--- src/rtl/i2c_pkg.sv ---
// Shared I2C definitions: FSM state encoding, bus constants,
// and helpers that map (state, quarter, bit) onto SCL/SDA drive.
package i2c_pkg;

  typedef enum logic [3:0] {
    ST_IDLE,
    ST_START,
    ST_ADDR,
    ST_ADDR_ACK,
    ST_WDATA,
    ST_WDATA_ACK,
    ST_RDATA,
    ST_RDATA_ACK,
    ST_STOP
  } state_t;

  localparam logic I2C_WRITE = 1'b0;
  localparam logic I2C_READ  = 1'b1;
  localparam logic I2C_ACK   = 1'b0;
  localparam logic I2C_NACK  = 1'b1;

  typedef struct packed {
    logic scl;
    logic sda;
    logic en;
  } drive_t;

  function automatic logic pick_bit(
    input logic [7:0] b,
    input logic [2:0] i,
    input logic       lsb
  );
    return lsb ? b[i] : b[3'd7 - i];
  endfunction

  // Pin levels for a given state/quarter; b is the data bit
  // shifted out in ADDR/WDATA.
  function automatic drive_t bus_drive(
    input state_t     s,
    input logic [1:0] q,
    input logic       b
  );
    drive_t d;
    d.scl = q[1];
    d.sda = 1'b1;
    d.en  = 1'b0;
    case (s)
      ST_IDLE: d.scl = 1'b1;
      ST_START: begin
        d.scl = (q != 2'd3);
        d.sda = ~q[1];
        d.en  = 1'b1;
      end
      ST_ADDR, ST_WDATA: begin
        d.sda = b;
        d.en  = 1'b1;
      end
      ST_RDATA_ACK: begin
        d.sda = I2C_NACK;
        d.en  = 1'b1;
      end
      ST_STOP: begin
        d.scl = (q != 2'd0);
        d.sda = (q == 2'd3);
        d.en  = 1'b1;
      end
      default: ;
    endcase
    return d;
  endfunction

endpackage

--- src/rtl/i2c_scl_gen.sv ---
// Quarter-period timebase: CLK_DIV divider plus 2-bit quarter index.
// Ports: clk, RESET, i_en (busy) -> q_tick (last cycle of quarter), quarter.
module i2c_scl_gen #(
  parameter int CLK_DIV = 5
) (
  input  logic       clk,
  input  logic       RESET,
  input  logic       i_en,
  output logic       q_tick,
  output logic [1:0] quarter
);

  localparam int W = (CLK_DIV > 1) ? $clog2(CLK_DIV) : 1;
  localparam logic [W-1:0] DIV_MAX = W'(CLK_DIV - 1);

  logic [W-1:0] r_div;
  logic [1:0]   r_q;

  assign q_tick  = i_en && (r_div == DIV_MAX);
  assign quarter = r_q;

  // Held at zero while idle so every START begins at q0, cycle 0.
  always_ff @(posedge clk) begin
    if (RESET || !i_en) begin
      r_div <= '0;
      r_q   <= 2'd0;
    end else if (q_tick) begin
      r_div <= '0;
      r_q   <= r_q + 2'd1;
    end else begin
      r_div <= r_div + 1'b1;
    end
  end

endmodule

--- src/rtl/i2c_master.sv ---
// Byte-oriented I2C master: START, addr+RW, ACK, one data byte, STOP.
// Ports: cmd_* host request, rd_data/done/ack_err result, scl/sda pins.
module i2c_master
  import i2c_pkg::*;
#(
  parameter int CLK_DIV   = 5,
  parameter bit LSB_FIRST = 1'b1
) (
  input  logic       clk,
  input  logic       RESET,
  input  logic       cmd_valid,
  output logic       cmd_ready,
  input  logic [6:0] cmd_addr,
  input  logic       cmd_rw,
  input  logic [7:0] cmd_wdata,
  output logic [7:0] rd_data,
  output logic       done,
  output logic       ack_err,
  output logic       scl_out,
  output logic       sda_out,
  output logic       sda_en,
  input  logic       sda_in
);

  state_t     r_state;
  state_t     w_nstate;
  logic [2:0] r_bit;
  logic [2:0] w_nbit;
  logic [2:0] w_rd_idx;
  logic [1:0] w_q;
  logic [1:0] w_nq;
  logic [7:0] r_abyte;
  logic [7:0] r_wdata;
  logic [7:0] r_rd_sh;
  logic [7:0] r_rd_data;
  logic       r_rw;
  logic       r_ack_err;
  logic       r_done;
  logic       r_ready;
  logic       r_scl;
  logic       r_sda;
  logic       r_en;
  logic       w_tick;
  logic       w_busy;
  logic       w_accept;
  logic       w_end;
  logic       w_sample;
  logic       w_nbitval;
  drive_t     w_drv;

  assign w_busy = (r_state != ST_IDLE);

  i2c_scl_gen #(
    .CLK_DIV(CLK_DIV)
  ) u_scl_gen (
    .clk    (clk),
    .RESET  (RESET),
    .i_en   (w_busy),
    .q_tick (w_tick),
    .quarter(w_q)
  );

  assign w_accept = cmd_valid && r_ready;
  assign w_end    = w_tick && (w_q == 2'd3);
  assign w_sample = w_tick && (w_q == 2'd2);
  assign w_nq     = w_q + {1'b0, w_tick};
  assign w_rd_idx = LSB_FIRST ? r_bit : 3'd7 - r_bit;

  always_comb begin
    w_nstate = r_state;
    w_nbit   = r_bit;
    case (r_state)
      ST_IDLE:
        if (w_accept) w_nstate = ST_START;
      ST_START:
        if (w_end) w_nstate = ST_ADDR;
      ST_ADDR:
        if (w_end) begin
          w_nbit = r_bit + 3'd1;
          if (r_bit == 3'd7) w_nstate = ST_ADDR_ACK;
        end
      ST_ADDR_ACK:
        if (w_end) begin
          if (r_ack_err)  w_nstate = ST_STOP;
          else if (r_rw)  w_nstate = ST_RDATA;
          else            w_nstate = ST_WDATA;
        end
      ST_WDATA:
        if (w_end) begin
          w_nbit = r_bit + 3'd1;
          if (r_bit == 3'd7) w_nstate = ST_WDATA_ACK;
        end
      ST_RDATA:
        if (w_end) begin
          w_nbit = r_bit + 3'd1;
          if (r_bit == 3'd7) w_nstate = ST_RDATA_ACK;
        end
      ST_WDATA_ACK, ST_RDATA_ACK:
        if (w_end) w_nstate = ST_STOP;
      ST_STOP:
        if (w_end) w_nstate = ST_IDLE;
      default: w_nstate = ST_IDLE;
    endcase
    // Pins are registered, so they are derived from next-cycle state.
    w_nbitval = pick_bit((w_nstate == ST_WDATA) ? r_wdata : r_abyte,
                         w_nbit, LSB_FIRST);
    w_drv = bus_drive(w_nstate, w_nq, w_nbitval);
  end

  always_ff @(posedge clk) begin
    if (RESET) begin
      r_state   <= ST_IDLE;
      r_bit     <= 3'd0;
      r_abyte   <= 8'h00;
      r_wdata   <= 8'h00;
      r_rw      <= I2C_WRITE;
      r_rd_sh   <= 8'h00;
      r_rd_data <= 8'h00;
      r_ack_err <= 1'b0;
      r_done    <= 1'b0;
      r_ready   <= 1'b1;
      r_scl     <= 1'b1;
      r_sda     <= 1'b1;
      r_en      <= 1'b0;
    end else begin
      r_state <= w_nstate;
      r_bit   <= w_nbit;
      r_done  <= (r_state == ST_STOP) && w_end;
      r_ready <= (w_nstate == ST_IDLE);
      r_scl   <= w_drv.scl;
      r_sda   <= w_drv.sda;
      r_en    <= w_drv.en;
      if (w_accept) begin
        r_abyte   <= {cmd_addr, cmd_rw};
        r_wdata   <= cmd_wdata;
        r_rw      <= cmd_rw;
        r_ack_err <= 1'b0;
      end
      if (w_sample) begin
        if ((r_state == ST_ADDR_ACK || r_state == ST_WDATA_ACK)
            && sda_in == I2C_NACK)
          r_ack_err <= 1'b1;
        if (r_state == ST_RDATA)
          r_rd_sh[w_rd_idx] <= sda_in;
      end
      if (r_state == ST_RDATA && w_end && r_bit == 3'd7)
        r_rd_data <= r_rd_sh;
    end
  end

  assign cmd_ready = r_ready;
  assign rd_data   = r_rd_data;
  assign done      = r_done;
  assign ack_err   = r_ack_err;
  assign scl_out   = r_scl;
  assign sda_out   = r_sda;
  assign sda_en    = r_en;

endmodule

--- config.mk ---
export PLATFORM = sky130hd
export DESIGN_NAME = i2c_master
export DESIGN_NICKNAME = d
export VERILOG_FILES = /design/src/rtl/i2c_pkg.sv /design/src/rtl/i2c_scl_gen.sv /design/src/rtl/i2c_master.sv
export SDC_FILE = /design/constraint.sdc
export NUM_CORES = 1
export LEC_CHECK = 0
export ABC_AREA = 1
export CAP_MARGIN = 20
export CORE_ASPECT_RATIO = 1.75
export CORE_MARGIN = 2
export CORE_UTILIZATION = 50
export DETAILED_ROUTE_END_ITERATION = 8
export PLACE_DENSITY = 0.74
export SLEW_MARGIN = 10
export SYNTH_ARGS = -nofsm -noshare
export SYNTH_HDL_FRONTEND = slang
export SYNTH_SLANG_ARGS = --single-unit
--- constraint.sdc ---
create_clock -name clk -period 2.6 [get_ports clk]
set_clock_uncertainty 0.1 [all_clocks]
set_input_delay 0.26 -clock clk [delete_from_list [all_inputs] [get_ports clk]]
set_output_delay 0.26 -clock clk [all_outputs]
set_load 0.02 [all_outputs]
# After elaboration in Yosys (flattened, before gate mapping)
# Index checks and enable logic that the tools add are counted.
classes:
  n_div: 0
  n_reduce_logical: 21
  n_mux: 27
  n_shift: 0
  n_addsub: 4
  order_cmp: 3
  eq_ne: 19
  bitwise_logic: 1
  mul: 0
ops:
  columns: ["cell", "count"]
  rows:
  - ["$mux W4", 12]
  - ["$pmux W4 S8", 1]
  - ["$eq A4 B3 Y1 const B", 6]
  - ["$eq A4 B2 Y1 const B", 3]
  - ["$logic_and A1 B1 Y1", 9]
  - ["$bwmux W8", 1]
  - ["$eq A4 B1 Y1 const B", 2]
  - ["$eq A4 B4 Y1 const B", 2]
  - ["$logic_not A4 Y1", 2]
  - ["$lt A3 B4 Y1 const B", 2]
  - ["$mux W8", 1]
  - ["$pmux W2 S4", 1]
  - ["$add A3 B1 Y3 const B", 2]
  - ["$eq A2 B2 Y1 const B", 3]
  - ["$eq A3 B3 Y1 const B", 2]
  - ["$mux W3", 2]
  - ["$reduce_or A2 Y1", 3]
  - ["$mux W1", 5]
  - ["$reduce_bool A4 Y1", 1]
  - ["$bmux W1 S3", 1]
  - ["$demux W1 S3", 1]
  - ["$ge A3 B1 Y1 const B", 1]
  - ["$pmux W1 S3", 1]
  - ["$reduce_or A3 Y1", 1]
  - ["9 further kinds", 10]
word_totals:
  ff_bits: 51
  romBits: 0
  memories: 0
  ramBits: 0
  inputBits: 20
  latch_bits: 0

# Logic depth before layout (Yosys ltp)
depth:
  word_depth: 10
  ltp_mapped: 17

# By module
# From an unflattened synthesis, not the netlist that was laid out.
hier_totals:
  cells_unflattened: 347
  hier_area_um2: 2553.7
by_module_without_submodules:
  columns: ["module", "area_per_inst_um2", "cells_each", "instances"]
  rows:
  - ["i2c_master", 2326.0, 316, 1]
  - ["i2c_scl_gen", 227.7, 31, 1]

# Least setup slack after synthesis
# OpenSTA, ideal clock, no wires.
synth_timing:
  path_kind: "reg-to-reg"
  from: "reg u_scl_gen.r_div[0]"
  to: "reg r_sda (netlist: sda_out)"
  setup_slack_ns: 0.601
  period_less_slack_ns: 1.999
  t_arrival_ns: 1.786
  t_required_ns: 2.387
  path_stages_with_launch: 18
  path_buffers: 2
  cell_sequence: "dfxtp_1 -> inv_1 -> ha_1 -> nand2_1 -> inv_1 -> nand3_4 -> buf_12 -> nand2_4 -> nand3b_2 -> nand2_2 -> buf_6 -> nor2_4 -> nand3_2 -> and2_4 -> nand3_2 -> nand2_2 -> nor2_2 -> nand2_1"
synth_via:
  elab_chain_cells: 10
synth_lines:
  columns: ["element", "line", "source"]
  rows:
  - ["from (decl)", "i2c_scl_gen.sv:16", "logic [W-1:0] r_div;"]
  - ["from (signal assigned)", "i2c_scl_gen.sv:31", "r_div <= r_div + 1'b1;"]
  - ["$eq A3 B3 Y1 (*)", "i2c_scl_gen.sv:19", "assign q_tick = i_en && (r_div == DIV_MAX);"]
  - ["$logic_and A1 B1 Y1 (*)", "i2c_scl_gen.sv:19", null]
  - ["$logic_and A1 B1 Y1", "i2c_master.sv:64", "assign w_end = w_tick && (w_q == 2'd3);"]
  - ["$mux W4 (tied with other cells)", "i2c_master.sv:101", "if (w_end) w_nstate = ST_IDLE;"]
  - ["$pmux W4 S8", "i2c_master.sv:72", "case (r_state)"]
  - ["$eq A4 B3 Y1", "i2c_pkg.sv:47, i2c_master.sv:105", null]
  - ["$mux W8", "i2c_master.sv:105", "w_nbitval = pick_bit((w_nstate == ST_WDATA) ? r_wdata : r_abyte,"]
  - ["$bmux W1 S3", "i2c_pkg.sv:33", "return lsb ? b[i] : b[3'd7 - i];"]
  - ["$mux W1 (implied by the code)", "i2c_pkg.sv:33", null]
  - ["$pmux W2 S4 (*)", "i2c_pkg.sv:47", "case (s)"]
  - ["to (signal assigned)", "i2c_master.sv:131", "r_sda <= w_drv.sda;"]
  - ["to (decl)", "i2c_master.sv:41", "logic r_sda;"]
# Every way passes the cells marked *; elsewhere a longest branch is shown, timed or not. The select of a mux whose other input is x is not followed.
# A chain may end at the register's enable or synchronous reset.

# Final worst setup path
# Same ends and word-level chain as after synthesis.

==> flow_metrics.py <==
metrics = {
    "status": {
        "outcome": "completed",
    },
    "cells_and_area": {
        "layout.cells.non_filler": 427,
        "drive_gt1_share_pct": 11.3,
        "num_antenna_cells": 0,
        "nets": 399,
        "area_growth_pct": 18.8,
        "final_area_mm2": 0.00300,
    },
    "timing": {
        "setup_tns_ns": 0,
        "max_freq_mhz": 440,
        "rsz0062_at_grt": "false",
        "setup_viol": 0,
        "tightest_slew_ns": 0.487,
        "holdWs_ns": 0.347,
        "hold_viol_final": 0,
        "max_slew_margin_pct": 67.3,
        "period_minus_slack_ns": 2.27,
        "drv_slew": 0,
        "finalCritPeriodShare_pct": 87.5,
    },
    "grt": {
        "track_usage_pct": 19.3,
        "antenna_found_initial": 0,
        "grt_pass1_wl_mm": 8.80,
        "grt_pass1_vias": 2135,
        "grt_overflow": 0,
        "grt_max_degree": 33,
    },
    "power": {
        "p_sw_share_pct": 25.2,
        "p_leak_nw": 1.31,
        "pwr-share-clk_pct": 35.2,
        "p_seq_share_pct": 52.1,
        "p_per_area_mw_per_mm2": 524,
        "power.switching_mw": 0.397,
        "comb_power_share_pct": 12.7,
        "finalPower_mw": 1.57,
        "p_int_mw": 1.18,
        "ir_drop_uv": 557,
    },
    "floorplanning": {
        "placementRows": 34,
        "initial_core_util_pct": 51.2,
        "die-area_mm2": 0.00566,
        "io_pins": 34,
        "die_y_um": 98.1,
        "core_region_area_mm2": 0.00493,
        "die_w_um": 57.8,
    },
    "cts": {
        "path_clk_slew_ns": 0.10,
        "clk_latency_ns": 0.31,
        "numCtsBuffers": 5,
        "cts_resized": 0,
        "post-cts-setup-buffer-count": 0,
        "cts_buffer_depth": 2,
        "clock_sinks": 50,
        "cts_hold_buf": 0,
        "h-tree-depth": 2,
        "cts_tree": "built",
        "clockRootBuffer": "clkbuf_8",
    },
    "setup_path": {
        "required_ns": 2.71,
        "arrival_ns": 2.38,
        "worstPathMaxFanout": 11,
        "r2r_cells": 14,
        "cp-end-kind": "flop",
        "crit_type": "reg2reg",
        "cp-start-kind": "flop",
    },
    "logic_synthesis": {
        "syn_avg_cell_area_um2": 7.46,
        "synth_top_flop_cell": "dfxtp_1",
        "postSynthCellCount": 339,
        "async_reset_ff_share_pct": 0,
        "synth-edff-count": 0,
        "synth_seq_area_share_pct": 39.6,
        "synth-warning-count": 0,
        "synth_cell_types": 34,
        "yosysTopAreaCell": "dfxtp_1",
        "yosysTopAreaCellShare_pct": 39.6,
        "synth_area_mm2": 0.00253,
        "ys_ff_latch": 50,
        "synth_area_leaders": "dfxtp_1 40%, nor2_1 8.6%, o21ai_0 6.9%",
        "synth_nets": 366,
    },
    "drt": {
        "drtIter0Drc": 70,
        "routed_wl_mm": 5.25,
        "drc": 0,
        "dr.pass1.iters": 4,
        "wl_per_cell_um": 12.3,
        "postRouteAntennaNets": 0,
        "routed_via_density": 5.26,
        "vias": 2244,
    },
    "min_path": {
        "hold_depth": 1,
        "holdCritPathClass": "reg2reg",
    },
    "place": {
        "io_buffers": 33,
        "globalplace.congestion": 0.836,
        "place_inst": 419,
        "placed_area_mm2": 0.00289,
        "dp_hpwl_mm": 3.97,
    },
    "flow_run": {
        "maxCapViolCount": 0,
    },
}
## cells in the final DEF (no fill, tap or decap), types with 7 or more instances in the layout
cell type        Yosys  routed
dfxtp_1             50      50
a21oi_1             19      19
clkdlybuf4s50_1      0      33
nand2_1             43      43
ha_1                 7       7
nor2_1              58      58
o21ai_0             35      35
nand3_1             31      31
inv_1               40      40
## metal layers
| layer | vias to the layer above | share of wire [%] | track usage [%] |
|---|---|---|---|
| met4 | 0 | 3.3 | 9.30 |
| met2 | 57 | 53 | 35.1 |
| li1 | 1155 | - | - |
| met3 | 16 | 3.7 | 3.44 |
| met1 | 1016 | 40 | 20.6 |
| met5 | - | 0 | 0 |
## critical path, cell delays in order (launching register included)
cell     delay (ns)
dfxtp_1        0.33
inv_1          0.05
ha_1           0.13
nand2_1        0.07
inv_1          0.18
nand3_4        0.21
o21ai_1        0.26
nand2_2        0.22
nor2_4         0.16
nand3_2        0.07
and2_4         0.14
nand3_2        0.06
nand2_2        0.06
nor2_2         0.08
nand2_1        0.05
## registers in the layout, indices dropped and copies added (netlist names)
| name | flops |
|---|---|
| r_state | 4 |
| r_rd_sh | 8 |
| sda_out | 1 |
| r_wdata | 8 |
| r_abyte | 8 |
| scl_out | 1 |
| u_scl_gen.r_div | 3 |
| rd_data | 8 |
| u_scl_gen.quarter | 2 |
| done | 1 |
| cmd_ready | 1 |
| ack_err | 1 |
| r_bit | 3 |
| sda_en | 1 |
## path summary, 6_finish.rpt
path | startpoint | slack (ns) | endpoint
hold / removal | u_scl_gen.r_div[0] | 0.35 | u_scl_gen.r_div[0]
setup / recovery | u_scl_gen.r_div[0] | 0.33 | sda_out
setup reg to reg | u_scl_gen.r_div[0] | 0.33 | sda_out
hold reg to reg | u_scl_gen.r_div[0] | 0.35 | u_scl_gen.r_div[0]
## cell type report
class	count	area [um^2]
Fill cell	472	1930
Clock buffer	5	68.8
Tap cell	54	67.6
Timing Repair Buffer	37	360
Multi-Input combinational cell	235	1300
Sequential cell	50	1000
Clock inverter	3	43.8
Inverter	43	161
## metrics by stage
stage / util (%) / setup slack [ns]
4_1_cts: 60.9 / 0.317
6_report: 60.9 / 0.325
2_1_floorplan: - / 0.601
3_3_place_gp: 58.6 / 0.443
3_5_place_dp: 58.6 / 0.350
5_1_grt: 60.9 / 0.0940
## kinds of logic after synthesis
| group | share of synthesized area (%) |
|---|---|
| AND/OR/NAND/NOR | 33.3 |
| AO/OA/AOI/OAI | 13.3 |
| buffers and inverters | 9.01 |
| flip-flops | 39.6 |
| adder cells (fa/ha/maj) | 3.46 |
| XOR/XNOR | 1.34 |
## Yosys cell counts, types with 3 or more instances
master	number
dfxtp_1	50
nand4_1	3
nor2_1	58
clkbuf_1	7
o21ai_0	35
nand2_4	5
a21oi_1	19
nand3_4	3
inv_1	40
nand3_2	3
nand3_1	31
nand2_2	4
ha_1	7
nand2_1	43
inv_2	3
nor2_4	5
## power groups by stage
stage               clock network, mW  logic (mW)  registers (mW)
floorplan                           0       0.126           0.839
global placement                    0       0.199           0.837
detailed placement                  0       0.201           0.838
CTS                             0.568       0.202           0.820
global route                    0.588       0.225           0.823
finish                          0.554       0.199           0.819
No activity file was read; power rests on OpenSTA's default activity.
